## src/rtl/serial_to_parallel_pkg.sv

```systemverilog
// Shared definitions for the UART byte-to-word assembler: state encoding and size defaults.
package serial_to_parallel_pkg;

    typedef enum logic {
        COLLECT = 1'b0,
        HOLD    = 1'b1
    } s2p_state_e;

    localparam int unsigned S2P_DEFAULT_N       = 16;
    localparam int unsigned S2P_DEFAULT_TIMEOUT = 1000000;

    function automatic int unsigned s2p_num_bytes(input int unsigned n);
        return n / 8;
    endfunction

endpackage

```

## src/rtl/s2p_idle_timer.sv

```systemverilog
// Inter-byte idle counter for serial_to_parallel; expired flags the TIMEOUT_CYCLES-th idle clock.
module s2p_idle_timer
    import serial_to_parallel_pkg::*;
#(
    parameter int unsigned TIMEOUT_CYCLES = S2P_DEFAULT_TIMEOUT
) (
    input  logic iCE_CLK,
    input  logic reset,
    input  logic clear,
    input  logic run,
    output logic expired
);

    localparam int unsigned CntW = $clog2(TIMEOUT_CYCLES + 1);

    logic [CntW-1:0] count_q;

    assign expired = run && (count_q == CntW'(TIMEOUT_CYCLES - 1));

    always_ff @(posedge iCE_CLK) begin
        if (reset || clear || expired) begin
            count_q <= '0;
        end else if (run) begin
            count_q <= count_q + CntW'(1);
        end
    end

endmodule

```

## src/rtl/serial_to_parallel.sv

```systemverilog
// Assembles little-endian UART bytes into N-bit words with a valid/ready handshake.
// Optional partial-word idle timeout enabled by defining S2P_TIMEOUT_EN.
module serial_to_parallel
    import serial_to_parallel_pkg::*;
#(
    parameter int unsigned N              = S2P_DEFAULT_N,
    parameter int unsigned CNT_W          = 2,
    parameter int unsigned TIMEOUT_CYCLES = S2P_DEFAULT_TIMEOUT
) (
    input  logic         iCE_CLK,
    input  logic         reset,
    input  logic         rx_valid,
    input  logic [7:0]   rx_byte,
    input  logic         word_ready,
    output logic         word_valid,
    output logic [N-1:0] word,
    output logic         overflow,
    output logic         timeout
);

    localparam int unsigned    NumBytes = s2p_num_bytes(N);
    localparam logic [CNT_W-1:0] LastIdx = CNT_W'(NumBytes - 1);

    s2p_state_e       state_q;
    logic [CNT_W-1:0] idx_q;
    logic [CNT_W-1:0] wr_idx;
    logic [N-1:0]     word_q;
    logic [N-1:0]     word_wr;
    logic             valid_q;
    logic             overflow_q;
    logic             expired;

`ifdef S2P_TIMEOUT_EN
    logic timeout_q;
    logic accept;

    assign accept  = rx_valid && ((state_q == COLLECT) || word_ready);
    assign timeout = timeout_q;

    s2p_idle_timer #(
        .TIMEOUT_CYCLES(TIMEOUT_CYCLES)
    ) u_idle_timer (
        .iCE_CLK(iCE_CLK),
        .reset  (reset),
        .clear  (accept),
        .run    ((state_q == COLLECT) && (idx_q != '0)),
        .expired(expired)
    );
`else
    logic unused_timeout_cfg;

    assign unused_timeout_cfg = ^TIMEOUT_CYCLES;
    assign expired            = 1'b0;
    assign timeout            = 1'b0;
`endif

    // A byte arriving in the timeout cycle starts a fresh word at lane 0.
    assign wr_idx = expired ? '0 : idx_q;

    always_comb begin
        word_wr = word_q;
        for (int b = 0; b < NumBytes; b++) begin
            if (wr_idx == CNT_W'(b)) begin
                word_wr[8*b +: 8] = rx_byte;
            end
        end
    end

    always_ff @(posedge iCE_CLK) begin
        if (reset) begin
            state_q    <= COLLECT;
            idx_q      <= '0;
            word_q     <= '0;
            valid_q    <= 1'b0;
            overflow_q <= 1'b0;
`ifdef S2P_TIMEOUT_EN
            timeout_q  <= 1'b0;
`endif
        end else begin
            overflow_q <= 1'b0;
`ifdef S2P_TIMEOUT_EN
            timeout_q  <= expired;
`endif
            unique case (state_q)
                COLLECT: begin
                    if (rx_valid) begin
                        word_q <= word_wr;
                        if (wr_idx == LastIdx) begin
                            state_q <= HOLD;
                            idx_q   <= '0;
                            valid_q <= 1'b1;
                        end else begin
                            idx_q <= wr_idx + CNT_W'(1);
                        end
                    end else if (expired) begin
                        idx_q <= '0;
                    end
                end
                HOLD: begin
                    if (word_ready) begin
                        state_q <= COLLECT;
                        valid_q <= 1'b0;
                        // Byte coincident with the handshake becomes byte 0 of the next word.
                        if (rx_valid) begin
                            word_q <= word_wr;
                            idx_q  <= CNT_W'(1);
                        end
                    end else if (rx_valid) begin
                        overflow_q <= 1'b1;
                    end
                end
                default: state_q <= COLLECT;
            endcase
        end
    end

    assign word_valid = valid_q;
    assign word       = word_q;
    assign overflow   = overflow_q;

endmodule

```

## config.mk

```make
export PLATFORM = sky130hd
export DESIGN_NAME = serial_to_parallel
export DESIGN_NICKNAME = d
export VERILOG_FILES = /design/src/rtl/serial_to_parallel_pkg.sv /design/src/rtl/s2p_idle_timer.sv /design/src/rtl/serial_to_parallel.sv
export SDC_FILE = /design/constraint.sdc
export NUM_CORES = 1
export LEC_CHECK = 0
export CAP_MARGIN = 20
export CELL_PAD_IN_SITES_DETAIL_PLACEMENT = 0
export CELL_PAD_IN_SITES_GLOBAL_PLACEMENT = 1
export CORE_UTILIZATION = 32
export CTS_CLUSTER_DIAMETER = 80
export DETAILED_ROUTE_END_ITERATION = 8
export PLACE_DENSITY_LB_ADDON = 0.15
export SETUP_SLACK_MARGIN = 0.15
export SYNTH_ARGS = -nofsm -noshare
export SYNTH_HDL_FRONTEND = slang
export SYNTH_SLANG_ARGS = --single-unit
export TNS_END_PERCENT = 100
```

## constraint.sdc

```tcl
create_clock -name iCE_CLK -period 1.4 [get_ports iCE_CLK]
set_clock_uncertainty 0.05 [all_clocks]
set_input_delay 0.21 -clock iCE_CLK [delete_from_list [all_inputs] [get_ports iCE_CLK]]
set_output_delay 0.21 -clock iCE_CLK [all_outputs]
set_load 0.005 [all_outputs]
```

# --- Word-level counts from Yosys, hierarchy flattened ---
# Index checks and enable logic that the tools add are counted.
classes:
  addsub: 1
  mul: 0
  div: 0
  n_lt_le_gt_ge: 0
  eq_ne: 5
  n_shift: 0
  mux: 19
  n_bitwise: 1
  reduce_logical: 4
op_table:
  columns: ["cell", "n"]
  rows:
  - ["$mux 16", 2]
  - ["$pmux 16 s2", 1]
  - ["$mux 8", 2]
  - ["$mux 2", 4]
  - ["$ne 2x2->1 const B", 4]
  - ["$mux 1", 7]
  - ["$reduce_and 3->1", 2]
  - ["$pmux 1 s2", 2]
  - ["$pmux 2 s2", 1]
  - ["$reduce_or 3->1", 1]
  - ["$add 2x1->2 const B", 1]
  - ["$eq 2x1->1 const B", 1]
  - ["$logic_not 2->1", 1]
  - ["$not 1->1", 1]
totals:
  register_bits: 21
  latch_bits: 0
  mem_bits_rw: 0
  rom_bits: 0
  in_bits: 12
  output_inout_bits: 19
  wordCells: 35
  n_memories: 0

# --- Longest topological paths before layout ---
# Gate-level depths: netlist of run 1.
logic_depth:
  word_depth: 5
  ltp_mapped: 4
  ltp_nobuf: 3

# --- Worst setup path after synthesis of run 1 ---
# OpenSTA, ideal clock, no wires.
synth_path:
  kind: "register to register"
  from: "register state_q"
  to: "register word_q[10], in the netlist word[10]"
  setup_ns: 0.119
  t_arrival_ns: 1.050
  required_ns: 1.231
  path_slack_ns: 0.182
  path_stages_with_launch: 5
  path_buffers: 1
  synth_period_minus_slack_ns: 1.218
  cell_sequence: "dfxtp_1 > nand2b_1 > or3b_1 > buf_2 > mux2i_1"
synth_between:
  elab_chain_cells: 2
  elab_cells_between_ends: 3
  classes_between: "eq/ne: 1; mux: 1; bitwise: 1"
synth_rtl:
  columns: ["item", "line", "text"]
  rows:
  - ["from (decl)", "serial_to_parallel.sv:24", "s2p_state_e state_q;"]
  - ["from (signal assigned)", "serial_to_parallel.sv:71", "state_q <= COLLECT;"]
  - ["from (signal assigned)", "serial_to_parallel.sv:89", "state_q <= HOLD;"]
  - ["from (signal assigned)", "serial_to_parallel.sv:101", "state_q <= COLLECT;"]
  - ["$not 1->1 (no line)", null, null]
  - ["$pmux 16 s2", "serial_to_parallel.sv:84", "unique case (state_q)"]
  - ["to (signal assigned)", "serial_to_parallel.sv:87", "word_q <= word_wr;"]
  - ["to (signal assigned)", "serial_to_parallel.sv:105", "word_q <= word_wr;"]
  - ["to (decl)", "serial_to_parallel.sv:27", "logic [N-1:0] word_q;"]
# Parallel ways exist; a longest one is shown, timed or not.
# A chain may end at the register's enable or synchronous reset.

# --- Worst setup path after layout of run 1 ---
layout_path:
  from: "input rx_valid"
  to: "register word_q[9], in the netlist word[9]"
layout_between:
  elab_chain_cells: 3
layout_rtl:
  columns: ["item", "line", "text"]
  rows:
  - ["from (decl)", "serial_to_parallel.sv:12", "input logic rx_valid,"]
  - ["$mux 16 *", null, null]
  - ["$mux 16", null, null]
  - ["$pmux 16 s2 *", null, null]
# Mark *: on every way between the ends. The rest lies on a longest branch, timed or not. The select of a mux whose other input is x is not followed.

==> results of run 1 <==
per-stage QoR:
stage                     total power [W]  TNS [ns]  hold slack [ns]
final                            0.001133         0           0.2991
after global routing             0.001191         0           0.3063
after CTS                        0.001145         0           0.2927
after detailed placement        0.0008702    -2.727           0.4150
after global placement          0.0008670    -2.161           0.3963
after floorplan                 0.0007547         0           0.2479
synthesized netlist by cell type (all sizes together) (2+ instances only):
library cell  count
nand2b           26
dfxtp            21
mux2i            16
a21oi             4
clkbuf            4
nand2             3
buf               2
inv               2
nor3b             2
logic make-up after synthesis:
group,Yosys count,synth area share
mux,16,0.1826
compound gates,6,0.03851
other cells,1,0.004275
simple gates,36,0.2554
buf+inv,8,0.03994
flops,21,0.4793
metal layers:
metal | vias to the layer above | routed length, µm | track usage
met3 | 2 | 66 | 0.03056
met2 | 14 | 841 | 0.2337
met1 | 324 | 857 | 0.1786
met4 | 0 | 15 | 0.05128
li1 | 355 | - | -
met5 | - | 0 | 0
cell usage in the layout, fill, tap and decap left out, drive strengths merged:
| cell | n |
|---|---|
| inv | 2 |
| and3 | 1 |
| nand2b | 26 |
| nor3b | 2 |
| nor2 | 1 |
| nand3 | 1 |
| dlygate4sd2 | 19 |
| a21oi | 4 |
| clkinv | 1 |
| clkdlybuf4s50 | 10 |
| or3b | 1 |
| or3 | 1 |
| buf | 6 |
| dfxtp | 21 |
| clkbuf | 3 |
| conb | 1 |
| nand2 | 3 |
| mux2i | 16 |
| a311oi | 1 |
| o21ai | 1 |
cell type report:
cell class	count	area [µm²]
Clock buffer	3	22.52
Sequential cell	21	446.7
Multi-Input combinational cell	59	435.4
Fill cell	252	1256
Timing Repair Buffer	35	311.5
Clock inverter	1	5.005
Tap cell	30	37.54
Inverter	2	7.507
flip-flops by register name, summed over array words and instances, names as in the netlist:
name	flops
idx_q	2
state_q	1
word	16
overflow	1
word_valid	1
worst register-to-register path: cells and delay by family, from the launching register on:
kind | cells | cell delay, ns
flops | 1 | 0.39
simple gates | 2 | 0.50
mux | 1 | 0.14
how the worst max path moves through the flow:
stage	from	end	slack, ns	depth (start not counted)
3_5_place_dp	word_ready	word[9]	-0.29	4
3_3_place_gp	word_ready	word[10]	-0.24	4
6_report	rx_valid	word[9]	0.18	4
2_1_floorplan	state_q	word[10]	0.18	4
5_1_grt	rx_valid	word[9]	0.15	4
4_1_cts	state_q	word[0]	0.19	4
power breakdown:
group	leakage, nW	internal [W]	switching, W
combinational	0.392	0.000115	0.0000745
clock	0.0177	0.000106	0.000182
sequential	0.180	0.000636	0.0000194
total	0.589	0.000857	0.000276
timing repair:
item / 4_1_cts / 5_1_grt
hold buffers: 0 / 0
endpoints found under the setup margin: 28 / 5
pin swaps: 0 / 1
hold endpoints to repair: 0 / 0
cloned: 0 / 0
gates resized for setup: 40 / 4
==> flow_summary_export.csv, run 1 <==
group,metric,value,unit
setup_path,cp.required,1.54,ns
floorplanning,fp.dieW,54.36,µm
logic_synthesis,synth.distinct_cells,19,
cells_and_area,fin_area,1266,µm²
logic_synthesis,ys_seq_elements,21,
setup_path,path_class,"in -> reg",
clock_tree,clock_latency,0.30,ns
timing,period_minus_slack,1.216,ns
setup_path,end_kind,"register",
placed_design,port_buffers,29,
timing,final_hold_viol_count,0,
clock_tree,path_clk_slew,0.12,ns
worst_hold_path,hp-start,"word_ready",
clock_tree,htree_levels,1,
timing,slew_violations,0,
cells_and_area,post-route-util,0.5020,
logic_synthesis,netlist_instances,88,
logic_synthesis,ys_warn_count,0,
power,leakage,0.5895,nW
timing,fmax,0.8222,GHz
floorplanning,io_pins,31,
route,vias,695,
cells_and_area,diodes,0,
grt,antenna_found_initial,0,
cells_and_area,syn_to_final_growth,44.36,%
placed_design,dp_slack,-0.2902,ns
setup_path,critPathMaxStageDelay,0.50,ns
power,powerDensity,894.6,nW/µm²
placed_design,dpl_cell_area,1222,µm²
grt,track_usage,0.1414,
grt,grt_start_max_net_pins,15,
timing,rsz0062_at_grt,"false",
setup_path,critPathMaxFanout,3,
setup_path,crit_chain,"clkdlybuf4s50_1, nand2_2, or3b_4, mux2i_1",
grt,grt_first_pass_wirelength,2.911,mm
setup_path,cp_slowest_cell,"clkdlybuf4s50_1",
logic_synthesis,synth_top_flop_cell,"dfxtp_1",
clock_tree,cts_max_path_buffers,2,
clock_tree,postCtsSetupRepairBufs,0,
floorplanning,rows,18,
placed_design,dpl.hpwl,1.315,mm
logic_synthesis,synth_top_cell_by_area,"dfxtp_1",
clock_tree,cts_tree,"built",
route,avgRoutedWirePerCell,11.79,µm
flow_run,maxCapViolations,0,
worst_hold_path,min_to,"word_valid",
route,wl,1.781,mm
floorplanning,core-area,2522,µm²
placed_design,place_congestion,0.6853,
clock_tree,cts_buffers,3,
floorplanning,die_height,54.36,µm
grt,grt_pass1_vias,669,
setup_path,critPathTopFamily,"simple AND/OR/NAND/NOR gates",
route,drc_errors,0,
setup_path,r2r_end,"word[9]",
placed_design,dp_cells,147,
route,drt_pre_antenna_iters,2,
logic_synthesis,synth_top_area_share,0.4793,
timing,setup_viol,0,
clock_tree,cts_sinks,21,
logic_synthesis,synth-edff-count,0,
route,drtAntennaViolNets,0,
cells_and_area,fin_cells,151,
clock_tree,clk_root_buffer_cell,"clkbuf_4",
run_status,status,"completed",
logic_synthesis,syn_nets,100,
setup_path,r2r_cells,3,
timing,period_share,0.8687,
cells_and_area,final_nets,134,
logic_synthesis,ys_async_sr_fraction,0,
logic_synthesis,synth_area_leaders,"dfxtp_1 48%, nand2b_1 19%, mux2i_1 18%",
route,vias_per_cell,4.603,
floorplanning,initial_core_util,0.3477,
worst_hold_path,hp-class,"in -> reg",
floorplanning,die-area,2954,µm²
route,drtIter0Drc,5,
grt,grt-ovfl-total,0,
setup_path,crit_buf_inv,1,
timing,final.setup.worst_slack,0.1838,ns
cells_and_area,drive_above_1_share,0.2810,
logic_synthesis,synth-seq-area-share,0.4793,
logic_synthesis,avgSynthCellArea,9.967,µm²
logic_synthesis,syn-cell-area,877.1,µm²
worst_hold_path,holdPathStages,4,
setup_path,r2r_start,"idx_q[0]",
setup_path,start_kind,"input pin",
setup_path,arrival,1.36,ns
power,ir_worst_vdd,0.0005300,V
setup_path,r2r_slack,0.22,ns
(Power assumes the default switching activity.)
==> run 2: changes to the inputs <==
--- a/config.mk
+++ b/config.mk
@@ -13,7 +13,9 @@
 export DETAILED_ROUTE_END_ITERATION = 8
 export PLACE_DENSITY_LB_ADDON = 0.15
 export SETUP_SLACK_MARGIN = 0.15
+export SKIP_CTS_REPAIR_TIMING = 1
 export SYNTH_ARGS = -nofsm -noshare
 export SYNTH_HDL_FRONTEND = slang
+export SYNTH_HIERARCHICAL = 1
 export SYNTH_SLANG_ARGS = --single-unit
 export TNS_END_PERCENT = 100
==> flow_summary_export.csv, run 2 <==
group,metric,value,unit
timing,setup_viol,0,
floorplanning,io_pins,31,
timing,final.setup.worst_slack,0.1841,ns
worst_hold_path,holdPathStages,4,
clock_tree,cts_buffers,3,
grt,grt_first_pass_wirelength,2.849,mm
cells_and_area,drive_above_1_share,0.2727,
cells_and_area,nFillCells,244,
clock_tree,clk_root_buffer_cell,"clkbuf_4",
setup_path,r2r_start,"idx_q[0]",
setup_path,r2r_end,"word[9]",
logic_synthesis,ys_async_sr_fraction,0,
power,ir_worst_vdd,0.0005414,V
logic_synthesis,synth-edff-count,0,
logic_synthesis,yosysMostFrequentCell,"nand2b_1",
timing,fmax,0.8225,GHz
logic_synthesis,ys_warn_count,6,
grt,grt_start_max_net_pins,15,
route,drt_pre_antenna_iters,4,
logic_synthesis,synth_area_leaders,"dfxtp_1 48%, nand2b_1 19%, mux2i_1 18%",
placed_design,port_buffers,29,
grt,antenna_found_initial,0,
cells_and_area,largest_register_ffs,16,
clock_tree,cts_max_path_buffers,2,
logic_synthesis,synth.top_cells.by_count,"26 x nand2b_1, 21 x dfxtp_1, 16 x mux2i_1, 4 x a21oi_1, 4 x clkbuf_1",
cells_and_area,fin_area,1336,µm²
setup_path,end_kind,"register",
route,drtIter0Drc,7,
grt,track_usage,0.1373,
clock_tree,cts_tree,"built",
logic_synthesis,synth_top_flop_cell,"dfxtp_1",
route,drtAntennaViolNets,0,
route,dr_wl_met2,865,µm
placed_design,place_congestion,0.6853,
setup_path,path_class,"in -> reg",
cells_and_area,area.sequential,445.4,µm²
power,leakage,0.8273,nW
route,drt-met1-wl,847,µm
clock_tree,clock_latency,0.29,ns
setup_path,crit_start,"rx_valid",
setup_path,cp_slowest_cell,"clkdlybuf4s50_1",
timing,slew_violations,0,
timing,final_hold_viol_count,0,
logic_synthesis,netlist_instances,88,
setup_path,r2r_slack,0.22,ns
clock_tree,path_clk_slew,0.12,ns
clock_tree,htree_levels,1,
floorplanning,initial_core_util,0.3477,
cells_and_area,final_nets,134,
setup_path,critPathMaxFanout,3,
placed_design,dpl.hpwl,1.315,mm
setup_path,critPathMaxStageDelay,0.50,ns
route,wl_met3,77,µm
setup_path,r2r_cells,3,
placed_design,dp_slack,-0.2902,ns
floorplanning,die-area,2954,µm²
logic_synthesis,syn_nets,100,
placed_design,dpl_cell_area,1222,µm²
logic_synthesis,synth_top_family_by_area,"simple AND/OR/NAND/NOR gates",
logic_synthesis,syn-cell-area,877.1,µm²
floorplanning,fp.dieW,54.36,µm
grt,grt_pass1_vias,659,
cells_and_area,syn_to_final_growth,52.35,%
setup_path,cp.required,1.54,ns
run_status,status,"completed",
route,wl,1.806,mm
cells_and_area,diodes,0,
logic_synthesis,synth_top_cell_by_area,"dfxtp_1",
logic_synthesis,ys_seq_elements,21,
floorplanning,core-area,2522,µm²
logic_synthesis,synth_fa_ha_area_frac,0,
cells_and_area,final_common_cell,"nand2b_1",
timing,period_share,0.8685,
cells_and_area,final_cell_mix,"25 x nand2b_1, 19 x dlymetal6s2s_1, 17 x dfxtp_2",
grt,grt-ovfl-total,0,
route,top_layer_used,"met4",
worst_hold_path,hp-class,"in -> reg",
cells_and_area,post-route-util,0.5298,
timing,period_minus_slack,1.216,ns
logic_synthesis,synth_simple_gate_area_frac,0.2553,
power,powerDensity,854.9,nW/µm²
setup_path,critPathTopFamily,"simple AND/OR/NAND/NOR gates",
floorplanning,rows,18,
route,vias,695,
logic_synthesis,synth_compound_area_frac,0.03852,
setup_path,crit_buf_inv,1,
floorplanning,die_height,54.36,µm
setup_path,arrival,1.36,ns
setup_path,crit_chain,"clkdlybuf4s50_1, nand2_2, or3b_4, mux2i_1",
setup_path,start_kind,"input pin",
timing,fin_hold_ws,0.1954,ns
logic_synthesis,synth_top_area_share,0.4793,
logic_synthesis,synthXorXnorAreaFrac,0,
clock_tree,cts_sinks,21,
worst_hold_path,hp-start,"word_ready",
route,vias_per_cell,4.603,
logic_synthesis,synth-seq-area-share,0.4793,
route,avgRoutedWirePerCell,11.96,µm
power,power,0.001142,W
cells_and_area,multi_input_area,435.4,µm²
logic_synthesis,synthMuxAreaShare,0.1826,
timing,rsz0062_at_grt,"false",
worst_hold_path,min_to,"word_valid",
route,drc_errors,0,
flow_run,maxCapViolations,0,
logic_synthesis,avgSynthCellArea,9.967,µm²
logic_synthesis,synth.distinct_cells,19,
==> run 2: changes by cell type in the layout (fill, tap and decap cells not counted) <==
cell / before / now
dlygate4sd2_1: 19 / 0
dfxtp_2: 18 / 17
dlymetal6s2s_1: 0 / 19
dfxtp_1: 2 / 3
==> run 2: per-stage QoR <==
step | setup TNS (ns) | std cells
floorplan | 0 | 88
global placement | -2.161 | 147
detailed placement | -2.727 | 147
CTS | -0.4165 | 151
global route | 0 | 151
finish | 0 | 151
==> run 2: kinds of logic (layout without fill, tap and decap cells) <==
kind of cell,count (synthesis),in the layout
DFF,21,21
buffers and inverters,8,41
muxes,16,16
and+or+nand+nor,36,36
other,1,1
AOI/OAI and AO/OA,6,6
==> run 2: cell type report <==
cell class	count	share of cell area
Sequential cell	21	0.3333
Multi-Input combinational cell	59	0.3258
Timing Repair Buffer	35	0.2865
Tap cell	30	0.02809
Clock buffer	3	0.01685
Inverter	2	0.005618
Clock inverter	1	0.003745
==> run 2: worst max path at each step <==
| stage | end | cells past startpoint |
|---|---|---|
| 6_report | word[9] | 4 |
| 3_5_place_dp | word[9] | 4 |
| 4_1_cts | word[13] | 1 |
| 3_3_place_gp | word[10] | 4 |
| 2_1_floorplan | word[10] | 4 |
| 5_1_grt | word[9] | 4 |
==> run 2: power by group <==
part	switching (W)	internal [W]	total [W]	leakage, nW
logic	0.0000742	0.000126	0.000201	0.630
registers	0.0000196	0.000636	0.000655	0.179
clock network	0.000180	0.000106	0.000287	0.0177
==> run 2: worst reg2reg max path: cells and delay by family (launching register included) <==
kind             cells  cell delay, ns
DFF                  1            0.39
muxes                1            0.14
and+or+nand+nor      2            0.50
==> run 2: routing by layer <==
layer / vias to the layer above / track usage
met1: 327 / 0.1786
li1: 352 / -
met5: - / 0
met2: 14 / 0.2195
met4: 0 / 0.05128
met3: 2 / 0.03056
==> run 3: changes to the inputs <==
--- a/config.mk
+++ b/config.mk
@@ -18,4 +18,3 @@
 export SYNTH_HDL_FRONTEND = slang
 export SYNTH_HIERARCHICAL = 1
 export SYNTH_SLANG_ARGS = --single-unit
-export TNS_END_PERCENT = 100
==> results of run 3 <==
No change in the layout: final DEF, timing and power equal those of run 2.
